<file path="src/rtl/mo_line_scanner.sv">
// Per-scanline motion-object table walker: reads each 2-word entry from working RAM, matches its
// vertical position against the prepared line and hands hits to the line-buffer writer.
module mo_line_scanner #(
    parameter int unsigned MO_COUNT     = 32,
    parameter int unsigned MO_HEIGHT    = 16,
    parameter int unsigned MAX_PER_LINE = 8
) (
    input  logic        clk,
    input  logic        reset_n,
    input  logic        line_start,
    input  logic [7:0]  vline,
    output logic        rd_en,
    output logic [6:0]  rd_addr,
    input  logic [15:0] sr_data,
    output logic        mo_valid,
    input  logic        mo_ready,
    output logic [7:0]  mo_pic,
    output logic [7:0]  mo_attr,
    output logic [7:0]  mo_hpos,
    output logic [3:0]  mo_row,
    output logic        busy,
    output logic        done,
    output logic        overflow
);

    localparam int unsigned CntW      = $clog2(MAX_PER_LINE + 1);
    localparam logic [5:0]  LastEntry = 6'(MO_COUNT - 1);

    typedef enum logic [2:0] {
        StIdle,
        StRd0,
        StRd1,
        StEval,
        StEmit,
        StNext
    } state_e;

    state_e          state;
    logic [5:0]      entry;
    logic [5:0]      entry_nxt;
    logic [CntW-1:0] hit_cnt;
    logic [7:0]      vline_q;
    logic [7:0]      vpos_q;
    logic [7:0]      pic_q;
    logic [7:0]      diff;
    logic            hit;

    assign entry_nxt = entry + 6'd1;
    // 8-bit wrap lets objects starting near line 255 cover the top lines of the next field.
    assign diff      = vline_q - vpos_q;
    assign hit       = 32'(diff) < MO_HEIGHT;

    always_ff @(posedge clk or negedge reset_n) begin
        if (!reset_n) begin
            state    <= StIdle;
            entry    <= 6'd0;
            hit_cnt  <= '0;
            vline_q  <= 8'd0;
            vpos_q   <= 8'd0;
            pic_q    <= 8'd0;
            rd_en    <= 1'b0;
            rd_addr  <= 7'd0;
            mo_valid <= 1'b0;
            mo_pic   <= 8'd0;
            mo_attr  <= 8'd0;
            mo_hpos  <= 8'd0;
            mo_row   <= 4'd0;
            busy     <= 1'b0;
            done     <= 1'b0;
            overflow <= 1'b0;
        end else begin
            done <= 1'b0;
            // A new line always (re)starts the walk, even mid-scan or mid-handshake.
            if (line_start) begin
                state    <= StRd0;
                vline_q  <= vline;
                entry    <= 6'd0;
                hit_cnt  <= '0;
                overflow <= 1'b0;
                mo_valid <= 1'b0;
                rd_en    <= 1'b1;
                rd_addr  <= 7'd0;
                busy     <= 1'b1;
            end else begin
                unique case (state)
                    StIdle: begin
                        busy <= 1'b0;
                    end
                    StRd0: begin
                        rd_addr <= {entry, 1'b1};
                        state   <= StRd1;
                    end
                    StRd1: begin
                        rd_en  <= 1'b0;
                        vpos_q <= sr_data[15:8];
                        pic_q  <= sr_data[7:0];
                        state  <= StEval;
                    end
                    StEval: begin
                        if (hit && (32'(hit_cnt) < MAX_PER_LINE)) begin
                            mo_pic   <= pic_q;
                            mo_hpos  <= sr_data[15:8];
                            mo_attr  <= sr_data[7:0];
                            mo_row   <= diff[3:0];
                            mo_valid <= 1'b1;
                            hit_cnt  <= hit_cnt + CntW'(1);
                            state    <= StEmit;
                        end else begin
                            if (hit) begin
                                overflow <= 1'b1;
                            end
                            state <= StNext;
                        end
                    end
                    StEmit: begin
                        if (mo_ready) begin
                            mo_valid <= 1'b0;
                            state    <= StNext;
                        end
                    end
                    StNext: begin
                        if (entry == LastEntry) begin
                            done  <= 1'b1;
                            busy  <= 1'b0;
                            state <= StIdle;
                        end else begin
                            entry   <= entry_nxt;
                            rd_en   <= 1'b1;
                            rd_addr <= {entry_nxt, 1'b0};
                            state   <= StRd0;
                        end
                    end
                    default: begin
                        state <= StIdle;
                    end
                endcase
            end
        end
    end

endmodule

</file>
<file path="config.mk">
export PLATFORM = sky130hd
export DESIGN_NAME = mo_line_scanner
export DESIGN_NICKNAME = d
export VERILOG_FILES = /design/src/rtl/mo_line_scanner.sv
export SDC_FILE = /design/constraint.sdc
export NUM_CORES = 1
export LEC_CHECK = 0
export BUFFER_PORTS_ARGS = -buffer_cell sky130_fd_sc_hd__buf_2
export CORE_ASPECT_RATIO = 1.75
export CORE_UTILIZATION = 55
export DETAILED_ROUTE_END_ITERATION = 7
export HOLD_SLACK_MARGIN = 0.15
export PLACE_DENSITY_LB_ADDON = 0.12
export SLEW_MARGIN = 10
export SYNTH_ARGS = -nofsm -noshare
export SYNTH_HDL_FRONTEND = slang
export SYNTH_SLANG_ARGS = --single-unit
</file>
<file path="constraint.sdc">
create_clock -name clk -period 3.1 [get_ports clk]
set_clock_uncertainty 0.05 [all_clocks]
set_input_delay 0.62 -clock clk [delete_from_list [all_inputs] [get_ports clk]]
set_output_delay 0.62 -clock clk [all_outputs]
set_load 0.01 [all_outputs]
</file>
==> results_dict.tcl <==
set metrics [dict create \
    grtUsageMet1_pct 26.3 \
    pre_cts_ws_ns 0.412 \
    cts_buffers 9 \
    outcome "completed" \
    hold_path_class "input pin to async pin" \
    drtIter0Drc 161 \
    fin_nets 413 \
    cp-end-kind "register" \
    synthTopCellsByCount "dfrtp_1 (77), mux2_2 (27), nor2_1 (21)" \
    htreeDepth 3 \
    cts_resized 0 \
    yosysMostFrequentCell "dfrtp_1" \
    gr-usage-met2_pct 36.6 \
    final_util_pct 68.0 \
    slew_headroom_pct 36.8 \
    synth_top_area_share_pct 52.8 \
    grt_max_degree 78 \
    finalPower_mw 3.20 \
    max_stage_delay_ns 0.41 \
    power_density_nw_per_um2 749 \
    area_delta_synth_final_pct 17.1 \
    routedWlPerCell_um 14.6 \
    use_met3_pct 3.01 \
    finalMaxSlewViolations 0 \
    synth_cells 306 \
    fp.dieW_um 63.5 \
    final_cell_area_um2 4270 \
    wl_um 6710 \
    yosys_warnings 0 \
    start_kind "register" \
    cts_root_buf "clkbuf_8" \
    syn_area_um2 3650 \
    num_vias 2492 \
    final_layout_size_suffix_gt1_share_pct 36.8 \
    rsz0062_at_grt "no" \
    grt-ovfl-total 0 \
    die-area_um2 6970 \
    worstPathMaxFanout 28 \
    finalHoldViolCount 0 \
    io_buffers 67 \
    n_fill_cell 511 \
    fin_crit_sh_pct 87.2 \
    ant_nets 0 \
    synth_area_per_cell_um2 11.9 \
    crit_arrival_ns 2.89 \
    synth_seq_cells 77 \
    clock_sinks 77 \
    cts_tree "done" \
    firstDrtPassIters 4 \
    drv_cap 0 \
    postCtsSetupRepairBufs 0 \
    grt_pass1_wl_um 11500 \
    syn-num-nets 344 \
    clock_latency_ns 0.35 \
    fin_cells 460 \
    synth_largest_area_cell "dfrtp_1" \
    start_util_pct 58.1 \
    dp_hpwl_um 4730 \
    clk_path_buf_depth 2 \
    core_region_area_um2 6280 \
    ys_seq_area_share_pct 52.8 \
    tightest_slew_ns 0.948 \
    die_h_um 110 \
    grt_pass1_vias 2518 \
    route.detailed.drc 0 \
    path_class "register to register" \
    grt_busiest_layer "met2" \
    critPathRequiredTime_ns 3.29 \
    finalWeightedCongestion 0.813 \
    cts-hold-fix-buffers 0 \
    ir_drop_uv 415 \
    antenna_cells 0 \
    setup-violations-final 0 \
    fmax_ghz 0.370 \
    dp_cells 444 \
    placed_cell_area_um2 4070 \
    p_leak_nw 2.16 \
    grt_usage_pct 21.8 \
    period_minus_slack_ns 2.70 \
    synth_edf_count 0 \
    io_pins 68 \
    path_cells "inv_1 > ha_1 > inv_1 > fa_1 > a211oi_2 > nor2_1 > xor2_1 > nor3_1 > nand3_4 > buf_12 > mux2_4" \
    ys_async_sr_fraction_pct 100 \
    timing.final.ws_setup_ns 0.397 \
    hold_ws_ns 0.337 \
    cp_common_cell "inv_1" \
    ys_types 46 \
    yosys-top-cells-area "dfrtp_1 (53%), mux2_2 (8.3%), mux2_4 (7.8%)" \
    placementRows 38 \
    clkTransAtPathRegs_ns 0.08 \
    vias_per_cell 5.42 \
    synth-main-ff-cell "dfrtp_1" \
    antenna_found_initial 0 \
    setup_tns_ns 0 \
    slowest_stage "fa_1" \
]
==> layer usage <==
| layer | share of wire, % | wire [um] |
|---|---|---|
| met3 | 3.6 | 243 |
| met1 | 43 | 2900 |
| met2 | 51 | 3420 |
| met4 | 2.3 | 151 |
| met5 | 0 | 0 |
==> where the power goes <==
group          switching (mW)  internal, mW  leakage (nW)
sequential              0.126          1.23          1.00
clock                   0.349         0.417         0.104
combinational           0.559         0.516          1.06
==> final cells by class <==
type                       instances  area, um^2  share of cell area [%]
sequential                        77        1930                    45.1
multi-input combinational        202        1610                    37.6
timing repair buffer              71         380                    8.91
clock buffer                      13         159                    3.72
tap                               80         100                    2.34
inverter                          14        52.6                    1.23
clock inverter                     3        43.8                    1.03
==> final timing paths <==
check | slack [ns] | startpoint | end | depth (start not counted)
worst max-delay path | 0.40 | vline_q[0] | mo_pic[2] | 11
worst min-delay path | 0.34 | reset_n | mo_attr[5] | 1
worst max register to register | 0.40 | vline_q[0] | mo_pic[2] | 11
worst min register to register | 0.42 | rd_addr[1] | rd_addr[1] | 2
max in group asynchronous | 2.01 | reset_n | rd_addr[0] | 1
min in group clk | 0.42 | rd_addr[1] | rd_addr[1] | 2
==> flip-flops by register name (all words and copies together), names as in the netlist, 3 cells and up <==
name and flops:
hit_cnt 4, state 3, entry 6, pic_q 8, vline_q 8, mo_attr 8
vpos_q 8, mo_row 4, rd_addr 7, mo_pic 8, mo_hpos 8
==> worst max-delay path: cells and delay by family (launching register included) <==
kind | cells | cell delay (ns)
DFF | 1 | 0.37
xor gates and xnor gates | 1 | 0.18
buffers and inverters | 3 | 0.32
adders and majority gates | 2 | 0.57
AOI/OAI and AO/OA | 1 | 0.26
and+or+nand+nor | 3 | 0.51
muxes | 1 | 0.31
==> layout by cell type (no fill, tap or decap), drive strengths merged, types with 2 or more instances in the layout <==
master,n
dfrtp,77
buf,71
mux2,46
nor2,21
nand2,20
o21ai,16
inv,14
clkbuf,13
a21oi,12
ha,9
nand2b,7
nand3,7
xnor2,6
o31ai,6
nor3,5
a211oi,5
nor2b,4
xor2,4
mux2i,4
o21a,4
or3,3
or2,3
nor3b,3
clkinv,2
==> kinds of logic after synthesis <==
group | share of synthesized area (%)
adder cells (fa/ha/maj) | 3.64
AND/OR/NAND/NOR | 10.9
XOR/XNOR | 2.40
multiplexers | 17.3
buffers and inverters | 3.23
flip-flops | 52.8
AO/OA/AOI/OAI | 9.68
No activity file was read; power rests on OpenSTA's default activity.
